`config.mk`:
```
export PLATFORM = sky130hd
export DESIGN_NAME = board_io_ctrl_flat
export DESIGN_NICKNAME = d
export VERILOG_FILES = /design/src/rtl/board_io_ctrl_if.sv /design/src/rtl/board_io_ctrl.sv /design/src/flat_wrapper.sv
export SDC_FILE = /design/constraint.sdc
export NUM_CORES = 1
export LEC_CHECK = 0
export CORE_MARGIN = 4
export CORE_UTILIZATION = 50
export CTS_BUF_LIST = sky130_fd_sc_hd__clkbuf_2 sky130_fd_sc_hd__clkbuf_4 sky130_fd_sc_hd__clkbuf_8
export CTS_CLUSTER_DIAMETER = 120
export DETAILED_ROUTE_END_ITERATION = 6
export PLACE_DENSITY = 0.76
export RECOVER_POWER = 25
export SLEW_MARGIN = 20
export SYNTH_ARGS = -nofsm -noshare
export SYNTH_HDL_FRONTEND = slang
export SYNTH_SLANG_ARGS = --single-unit
export TNS_END_PERCENT = 1
```
`constraint.sdc`:
```
create_clock -name clock -period 4.63 [get_ports clock]
set_input_delay 0.926 -clock clock [delete_from_list [all_inputs] [get_ports clock]]
set_output_delay 0.926 -clock clock [all_outputs]
set_load 0.03 [all_outputs]
```
`src/rtl/board_io_ctrl_if.sv`:
```
// board_io_ctrl_if: picorv32 native bus port of the board I/O controller.
interface board_io_ctrl_if;
  logic        bus_valid;
  logic        bus_ready;
  logic [4:0]  bus_addr;
  logic [3:0]  bus_wstrb;
  logic [31:0] bus_wdata;
  logic [31:0] bus_rdata;
  modport master (output bus_valid, bus_addr, bus_wstrb, bus_wdata, input bus_ready, bus_rdata);
  modport slave (input bus_valid, bus_addr, bus_wstrb, bus_wdata, output bus_ready, bus_rdata);
endinterface

```
`src/rtl/board_io_ctrl.sv`:
```
// board_io_ctrl: debounced buttons with press/release events and irq, plus
// per-LED off/on/follow/PWM control, memory-mapped on the picorv32 native bus.
module board_io_ctrl #(
  parameter int NUM_BUTTONS       = 2,
  parameter int NUM_LEDS          = 2,
  parameter int DEBOUNCE_CYCLES   = 12000,
  parameter int PWM_BITS          = 8,
  parameter bit BUTTON_ACTIVE_LOW = 1'b1
) (
  input  logic                   clock,
  input  logic                   reset_n,
  input  logic [NUM_BUTTONS-1:0] buttons_in,
  output logic [NUM_LEDS-1:0]    leds_out,
  output logic                   irq,
  board_io_ctrl_if.slave         bus
);
  localparam int NB = NUM_BUTTONS;
  localparam int NL = NUM_LEDS;
  localparam int CW = $clog2(DEBOUNCE_CYCLES);
  localparam logic [CW-1:0] CNT_MAX = CW'(DEBOUNCE_CYCLES - 1);
  localparam logic [NB-1:0] SYNC_IDLE = {NB{BUTTON_ACTIVE_LOW}};
  localparam logic [NB-1:0] ONE = 1;
  localparam logic [31:0] BTN_M = (32'd1 << NB) - 32'd1;
  localparam logic [31:0] EVT_M = BTN_M | (BTN_M << 16);
  localparam logic [31:0] MODE_M = (32'd1 << (2 * NL)) - 32'd1;

  function automatic logic [31:0] duty_mask();
    logic [31:0] m;
    m = '0;
    for (int i = 0; i < NL; i++) m |= ((32'd1 << PWM_BITS) - 32'd1) << (8 * i);
    return m;
  endfunction

  function automatic logic [31:0] mode_reset();
    logic [31:0] m;
    m = '0;
    for (int i = 0; i < NL; i++) if (i < NB) m |= 32'd2 << (2 * i);
    return m;
  endfunction

  function automatic logic [31:0] wmerge(logic [31:0] old, logic [31:0] d, logic [31:0] wm,
                                         logic [31:0] m);
    return ((old & ~wm) | (d & wm)) & m;
  endfunction

  localparam logic [31:0] DUTY_M = duty_mask();
  localparam logic [31:0] MODE_RST = mode_reset();

  logic [NB-1:0]         sync1_q, sync2_q, stable_q, stable_d, pressed;
  logic [NB-1:0][CW-1:0] cnt_q, cnt_d;
  logic [31:0]           evt_q, evt_d, ien_q, ien_d, mode_q, mode_d, duty_q, duty_d;
  logic [31:0]           rdata_q, rdata_d, wdata_q, wmask, clr;
  logic [3:0]            wstrb_q;
  logic [2:0]            waddr_q;
  logic                  wr_q, ready_q, irq_q, accept, unused_addr;
  logic [NL-1:0]         led_q, led_d;
  logic [PWM_BITS-1:0]   pwm_q;

  assign accept      = bus.bus_valid && !ready_q;
  assign pressed     = BUTTON_ACTIVE_LOW ? ~sync2_q : sync2_q;
  assign wmask       = {{8{wstrb_q[3]}}, {8{wstrb_q[2]}}, {8{wstrb_q[1]}}, {8{wstrb_q[0]}}};
  assign clr         = (wr_q && waddr_q == 3'd1) ? (wdata_q & wmask) : 32'd0;
  assign unused_addr = ^bus.bus_addr[1:0];
  assign bus.bus_ready = ready_q;
  assign bus.bus_rdata = rdata_q;
  assign leds_out    = led_q;
  assign irq         = irq_q;

  always_comb begin
    stable_d = stable_q;
    cnt_d    = '0;
    for (int i = 0; i < NB; i++) begin
      if (pressed[i] != stable_q[i]) begin
        if (cnt_q[i] == CNT_MAX) stable_d[i] = pressed[i];
        else cnt_d[i] = cnt_q[i] + 1'b1;
      end
    end
  end

  // Set terms are OR-ed in after the W1C clear so a new event always survives.
  always_comb begin
    evt_d  = ((evt_q & ~clr) | 32'(stable_d & ~stable_q) | (32'(stable_q & ~stable_d) << 16)) & EVT_M;
    ien_d  = (wr_q && waddr_q == 3'd2) ? wmerge(ien_q, wdata_q, wmask, EVT_M) : ien_q;
    mode_d = (wr_q && waddr_q == 3'd3) ? wmerge(mode_q, wdata_q, wmask, MODE_M) : mode_q;
    duty_d = (wr_q && waddr_q == 3'd4) ? wmerge(duty_q, wdata_q, wmask, DUTY_M) : duty_q;
    rdata_d = !accept                      ? 32'd0 :
              bus.bus_addr[4:2] == 3'd0    ? 32'(stable_q) :
              bus.bus_addr[4:2] == 3'd1    ? evt_q :
              bus.bus_addr[4:2] == 3'd2    ? ien_q :
              bus.bus_addr[4:2] == 3'd3    ? mode_q :
              bus.bus_addr[4:2] == 3'd4    ? duty_q : 32'd0;
    led_d = '0;
    for (int i = 0; i < NL; i++)
      led_d[i] = mode_q[2*i +: 2] == 2'b00 ? 1'b0 :
                 mode_q[2*i +: 2] == 2'b01 ? 1'b1 :
                 mode_q[2*i +: 2] == 2'b10 ? |(stable_q & (ONE << i)) :
                 (pwm_q < duty_q[8*i +: PWM_BITS]);
  end

  // Write data is captured on acceptance and committed one edge later.
  always_ff @(posedge clock or negedge reset_n) begin
    if (!reset_n) begin
      sync1_q  <= SYNC_IDLE;
      sync2_q  <= SYNC_IDLE;
      stable_q <= '0;
      cnt_q    <= '0;
      evt_q    <= '0;
      ien_q    <= '0;
      mode_q   <= MODE_RST & MODE_M;
      duty_q   <= '0;
      rdata_q  <= '0;
      wdata_q  <= '0;
      wstrb_q  <= '0;
      waddr_q  <= '0;
      wr_q     <= 1'b0;
      ready_q  <= 1'b0;
      irq_q    <= 1'b0;
      led_q    <= '0;
      pwm_q    <= '0;
    end else begin
      sync1_q  <= buttons_in;
      sync2_q  <= sync1_q;
      stable_q <= stable_d;
      cnt_q    <= cnt_d;
      evt_q    <= evt_d;
      ien_q    <= ien_d;
      mode_q   <= mode_d;
      duty_q   <= duty_d;
      rdata_q  <= rdata_d;
      wdata_q  <= bus.bus_wdata;
      wstrb_q  <= bus.bus_wstrb;
      waddr_q  <= bus.bus_addr[4:2];
      wr_q     <= accept && |bus.bus_wstrb;
      ready_q  <= accept;
      irq_q    <= |(evt_q & ien_q);
      led_q    <= led_d;
      pwm_q    <= pwm_q + 1'b1;
    end
  end
endmodule

```
`src/flat_wrapper.sv`:
```
// flat-port wrapper written by rule: the top's interface ports become plain ports
module board_io_ctrl_flat 
#(
  parameter int NUM_BUTTONS       = 2,
  parameter int NUM_LEDS          = 2,
  parameter int DEBOUNCE_CYCLES   = 12000,
  parameter int PWM_BITS          = 8,
  parameter bit BUTTON_ACTIVE_LOW = 1'b1
)
  (clock, reset_n, buttons_in, leds_out, irq, bus_bus_valid, bus_bus_addr, bus_bus_wstrb, bus_bus_wdata, bus_bus_ready, bus_bus_rdata);
  board_io_ctrl_if bus_i ();
  input  logic clock;
  input  logic reset_n;
  input  logic [NUM_BUTTONS-1:0] buttons_in;
  output logic [NUM_LEDS-1:0] leds_out;
  output logic irq;
  input wire logic [$bits(bus_i.bus_valid)-1:0] bus_bus_valid;
  input wire logic [$bits(bus_i.bus_addr)-1:0] bus_bus_addr;
  input wire logic [$bits(bus_i.bus_wstrb)-1:0] bus_bus_wstrb;
  input wire logic [$bits(bus_i.bus_wdata)-1:0] bus_bus_wdata;
  output wire logic [$bits(bus_i.bus_ready)-1:0] bus_bus_ready;
  output wire logic [$bits(bus_i.bus_rdata)-1:0] bus_bus_rdata;
  assign bus_i.bus_valid = bus_bus_valid;
  assign bus_i.bus_addr = bus_bus_addr;
  assign bus_i.bus_wstrb = bus_bus_wstrb;
  assign bus_i.bus_wdata = bus_bus_wdata;
  assign bus_bus_ready = bus_i.bus_ready;
  assign bus_bus_rdata = bus_i.bus_rdata;
  board_io_ctrl #(.NUM_BUTTONS(NUM_BUTTONS), .NUM_LEDS(NUM_LEDS), .DEBOUNCE_CYCLES(DEBOUNCE_CYCLES), .PWM_BITS(PWM_BITS), .BUTTON_ACTIVE_LOW(BUTTON_ACTIVE_LOW)) u_core (.clock(clock), .reset_n(reset_n), .buttons_in(buttons_in), .leds_out(leds_out), .irq(irq), .bus(bus_i));
endmodule
```
-- After elaboration in Yosys (flattened, before gate mapping)
Cells that the tools add are included.
- register bits after elaboration: 131
- output and inout bits: 36
- $add $sub $neg: 3
- $lt $le $gt $ge: 2
- equal/unequal tests: 16
- mux-type cells: 21
- bitwise logic cells: 18
- reduce and logical (&&, ||, !) cells: 12
- operator list (operator ; number):
    $mux 32 ; 5
    $and 18x18->18 ; 4
    $mux 14 ; 4
    $or 18x18->18 ; 3
    $not 18->18 ; 2
    $reduce_or 32->1 ; 1
    $add 14x1->14 const B ; 2
    $eq 14x14->1 const B ; 2
    $and 2x18->18 ; 1
    $mux 18 ; 1
    $not 2->18 ; 1
    $and 16x16->16 ; 1
    $lt 8x8->1 ; 2
    $mux 16 ; 1
    $or 16x16->16 ; 1
    $eq 3x2->1 const B ; 4
    $mux 1 ; 10
    $add 8x1->8 const B ; 1
    $eq 3x1->1 const B ; 2
    $eq 3x3->1 const B ; 2
    $logic_and 1x1->1 ; 6
    $and 4x4->4 ; 1
    $eq 2x1->1 const B ; 2
    $eq 2x2->1 const B ; 2
    8 further kinds ; 11

-- Logic depth before layout (Yosys ltp)
- depth in word-level cells: 7
- depth in mapped cells: 6
- depth with buffers taken out: 6

-- Worst setup path before layout
OpenSTA, ideal clock, no wires.
- path type: input-to-reg
- from: input port bus_bus_addr[4]
- to: register u_core.rdata_q[10] (netlist: u_core.bus.bus_rdata[10])
- arrival: 1.997 ns
- required time: 4.564 ns
- slack: 2.567 ns
- stages on the path: 5
- buffers on the path: 2
- cell sequence: clkbuf_1 > nor3b_1 > nor2b_1 > clkbuf_1 > and2_1
- word-level cells in the longest chain between the ends: 7
- ends and longest elaborated chain (what ; RTL line ; text):
    start: declaration ; flat_wrapper.sv:18 ; input wire logic [$bits(bus_i.bus_addr)-1:0] bus_bus_addr;
    $eq 3x3->1 ; board_io_ctrl.sv:91 ; bus.bus_addr[4:2] == 3'd4 ? duty_q : 32'd0;
    $mux 16 ; board_io_ctrl.sv:91 ;
    $mux 32 ; board_io_ctrl.sv:90 ; bus.bus_addr[4:2] == 3'd3 ? mode_q :
    $mux 32 ; board_io_ctrl.sv:89 ; bus.bus_addr[4:2] == 3'd2 ? ien_q :
    $mux 32 ; board_io_ctrl.sv:88 ; bus.bus_addr[4:2] == 3'd1 ? evt_q :
    $mux 32 * ; board_io_ctrl.sv:87 ; bus.bus_addr[4:2] == 3'd0 ? 32'(stable_q) :
    $mux 32 * ; board_io_ctrl.sv:86 ; rdata_d = !accept ? 32'd0 :
    via u_core.rdata_d[10] ; board_io_ctrl.sv:52 ; logic [31:0] rdata_q, rdata_d, wdata_q, wmask, clr;
    end signal: assignment ; board_io_ctrl.sv:129 ; rdata_q <= rdata_d;
    end: declaration ; board_io_ctrl.sv:52 ;
Mark *: on every way through the listed nets, which the timed path passes. The rest lies on a longest branch.
A chain may end at the register's enable or synchronous reset.

-- Worst setup path after layout
- from: input port bus_bus_addr[2]
- to: register u_core.rdata_q[8] (netlist: u_core.bus.bus_rdata[8])
The elaborated chain is that of the path after synthesis.

==> qor.csv <==
metric,value,unit
status,completed,
TritonCTS buffer count,17,
Post-synth EDFFs,0,
n_diodes,0,
num rows,35,
Top Layer Used,met4,
ratio of cells with drive above 1 in the final layout,10.5,%
Routed met2 length,4360,µm
fin util,62.6,%
Max clock buf depth,2,
RSZ-0062 raised after global routing,no,
Final #Nets,564,
metal3 WL,460,µm
Cell Pwr Density,383,nW/µm²
CP max-delay cell,nor2b_1,
Total GRT Usage,16.9,%
Layout area overhead,19.9,%
vias post-DR,3300,
Worst Skew,0.0139,ns
Reg power frac,50.6,%
number of port buffers,51,
most frequent cells in the layout,"dfrtp_1 (111), nand2_1 (38), nor2_1 (33), o21ai_0 (30), inv_1 (27)",
Netlist cell types,45,
combinational power share,10.8,%
fmax,0.394,GHz
Pint,1.64,mW
Post-DP Area,5520,µm²
yosys warns,0,
final hold slack,0.358,ns
sw frac,27.3,%
Worst Hold Class,flip-flop to flip-flop,
Clock Sinks,117,
Yosys reg bits,117,
Clock power frac,38.6,%
via count of the first global-routing pass,3225,
"leading cell type in the layout, fill and taps excluded",dfrtp_1,
total power,2.26,mW
CP Capture Type,flip-flop,
CP Class,input port to flip-flop,
TNS Setup,0,ns
"area leader, netlist",dfrtp_1,
hold-fix buffers at CTS,0,
Max Cap Violations,0,
Post-Syn Instances,437,
crit path DAT,2.89,ns
sequential-to-total area share from yosys stat,59.7,%
crit-path max cell delay,0.69,ns
fin crit share,54.8,%
gp weighted congestion,0.873,
First-pass DRT Iterations,4,
Vias per Instance,5.13,
post-CTS sizing,0,
"critical path fanouts, max",13,
multi-input logic area,1780,µm²
WL per Instance,13.9,µm
final setup vio count,0,
first-pass GRT wire length,15200,µm
DIE WIDTH,107,µm
die area,11500,µm²
Slew Limit Fails,0,
Least-Margin Pin Slew,0.812,ns
antenna-violating nets left,0,
CP Cell Sequence,clkdlybuf4s50_1 -> nor3b_1 -> nor2b_1 -> and2_1,
Post-Syn Area,4910,µm²
Clock Pin Slew Worst Setup and Hold Paths,0.07,ns
"Design Area, Final",5890,µm²
Post-CTS Setup Bufs,0,
Clock Latency Late Sink,0.42,ns
core footprint,9420,µm²
Worst Path Buf+Inv,1,
FF/Latch Area,2940,µm²
pin count of the biggest net entering global routing,69,
share of the synthesized area in the top cell type,56.5,%
syn avg cell area,11.2,µm²
DRC,0,
Synth area leaders,"dfrtp_1 (57%), ha_1 (4.3%), dfstp_2 (3.2%)",
wl on met1,4040,µm
Static Leak,2.61,nW
die height,107,µm
Worst Path Required,4.98,ns
Post-synth top flop,dfrtp_1,
startpoint types,input port,
crit path time final,2.54,ns
drt total wl,8930,µm
Iteration-0 DRC Markers,179,
Post-synth ARST share,100,%
CTS tree,done,
grt ovf,0,
DP Wirelength,6280,µm
Max-slew headroom,45.9,%
fillcell total,761,
switching power,616,µW
Fin. Hold Viols,0,
Initial Util,52.2,%
H-Tree Depth,4,
# IOs,82,
initial antenna violation count,0,
Max IR drop VDD,0.208,mV
Root Buffer,clkbuf_8,
CP top delay family,simple AND/OR/NAND/NOR gates,
[power by group through the flow]
stage / clock, mW / combinational [mW] / sequential (mW)
3_5_place_dp: 0 / 0.249 / 1.16
3_3_place_gp: 0 / 0.240 / 1.16
2_1_floorplan: 0 / 0.140 / 1.17
4_1_cts: 0.890 / 0.252 / 1.14
6_report: 0.872 / 0.244 / 1.14
5_1_grt: 0.939 / 0.275 / 1.15
[logic make-up after synthesis]
family,synth area share (%)
simple gates,17.1
flops,59.7
compound gates,6.21
buf+inv,5.04
xor+xnor,5.52
fa+ha+maj,4.33
mux,1.99
other cells,0.0763
[final cells by class]
class	instances	area share, %
inverters	27	1.72
multi-input cells	283	30.2
clock inverters	14	2.17
well taps	129	2.74
repair buffers	55	9.13
flip-flops and latches	117	49.8
clock buffers	18	4.20
[per-layer routing]
| layer | vias to the layer above | global-route usage, % |
|---|---|---|
| met5 | - | 0 |
| met4 | 0 | 5.75 |
| met3 | 8 | 5.24 |
| met2 | 81 | 26.8 |
| met1 | 1620 | 22.0 |
| li1 | 1591 | - |
[synth_stat cells, types with 4 or more instances]
master / count
dfrtp_1: 111
nand2_1: 38
nor2_1: 33
o21ai_0: 30
inv_1: 27
xnor2_1: 18
ha_1: 17
and2_1: 14
buf_4: 14
xor2_1: 13
nand3_1: 12
nand4_1: 10
nor3_1: 9
a21oi_1: 8
clkbuf_1: 8
a22oi_1: 6
dfstp_2: 6
mux2_2: 6
nor3b_1: 6
nor2b_1: 5
nor4_1: 5
and4_1: 4
[through the flow]
step	worst slack, ns	cells
global route	1.88	643
finish	2.09	643
global placement	1.64	611
floorplan	2.57	450
CTS	2.04	643
detailed placement	1.55	611
[path summary, 6_finish.rpt]
kind                       cells past startpoint                                 to                   startpoint  slack [ns]
max                                            4  u_core.bus.bus_rdata[8]$_DFF_PN0_              bus_bus_addr[2]        2.09
min                                            0        u_core.sync2_q[1]$_DFF_PN1_  u_core.sync1_q[1]$_DFF_PN1_        0.36
max reg2reg                                    5         u_core.cnt_q[11]$_DFF_PN0_    u_core.cnt_q[0]$_DFF_PN0_        2.55
min reg2reg                                    0        u_core.sync2_q[1]$_DFF_PN1_  u_core.sync1_q[1]$_DFF_PN1_        0.36
max in group asynchronous                      2                          async pin                      reset_n        3.15
min in group asynchronous                      1                          async pin                      reset_n        0.59
No activity file was read; power rests on OpenSTA's default activity.
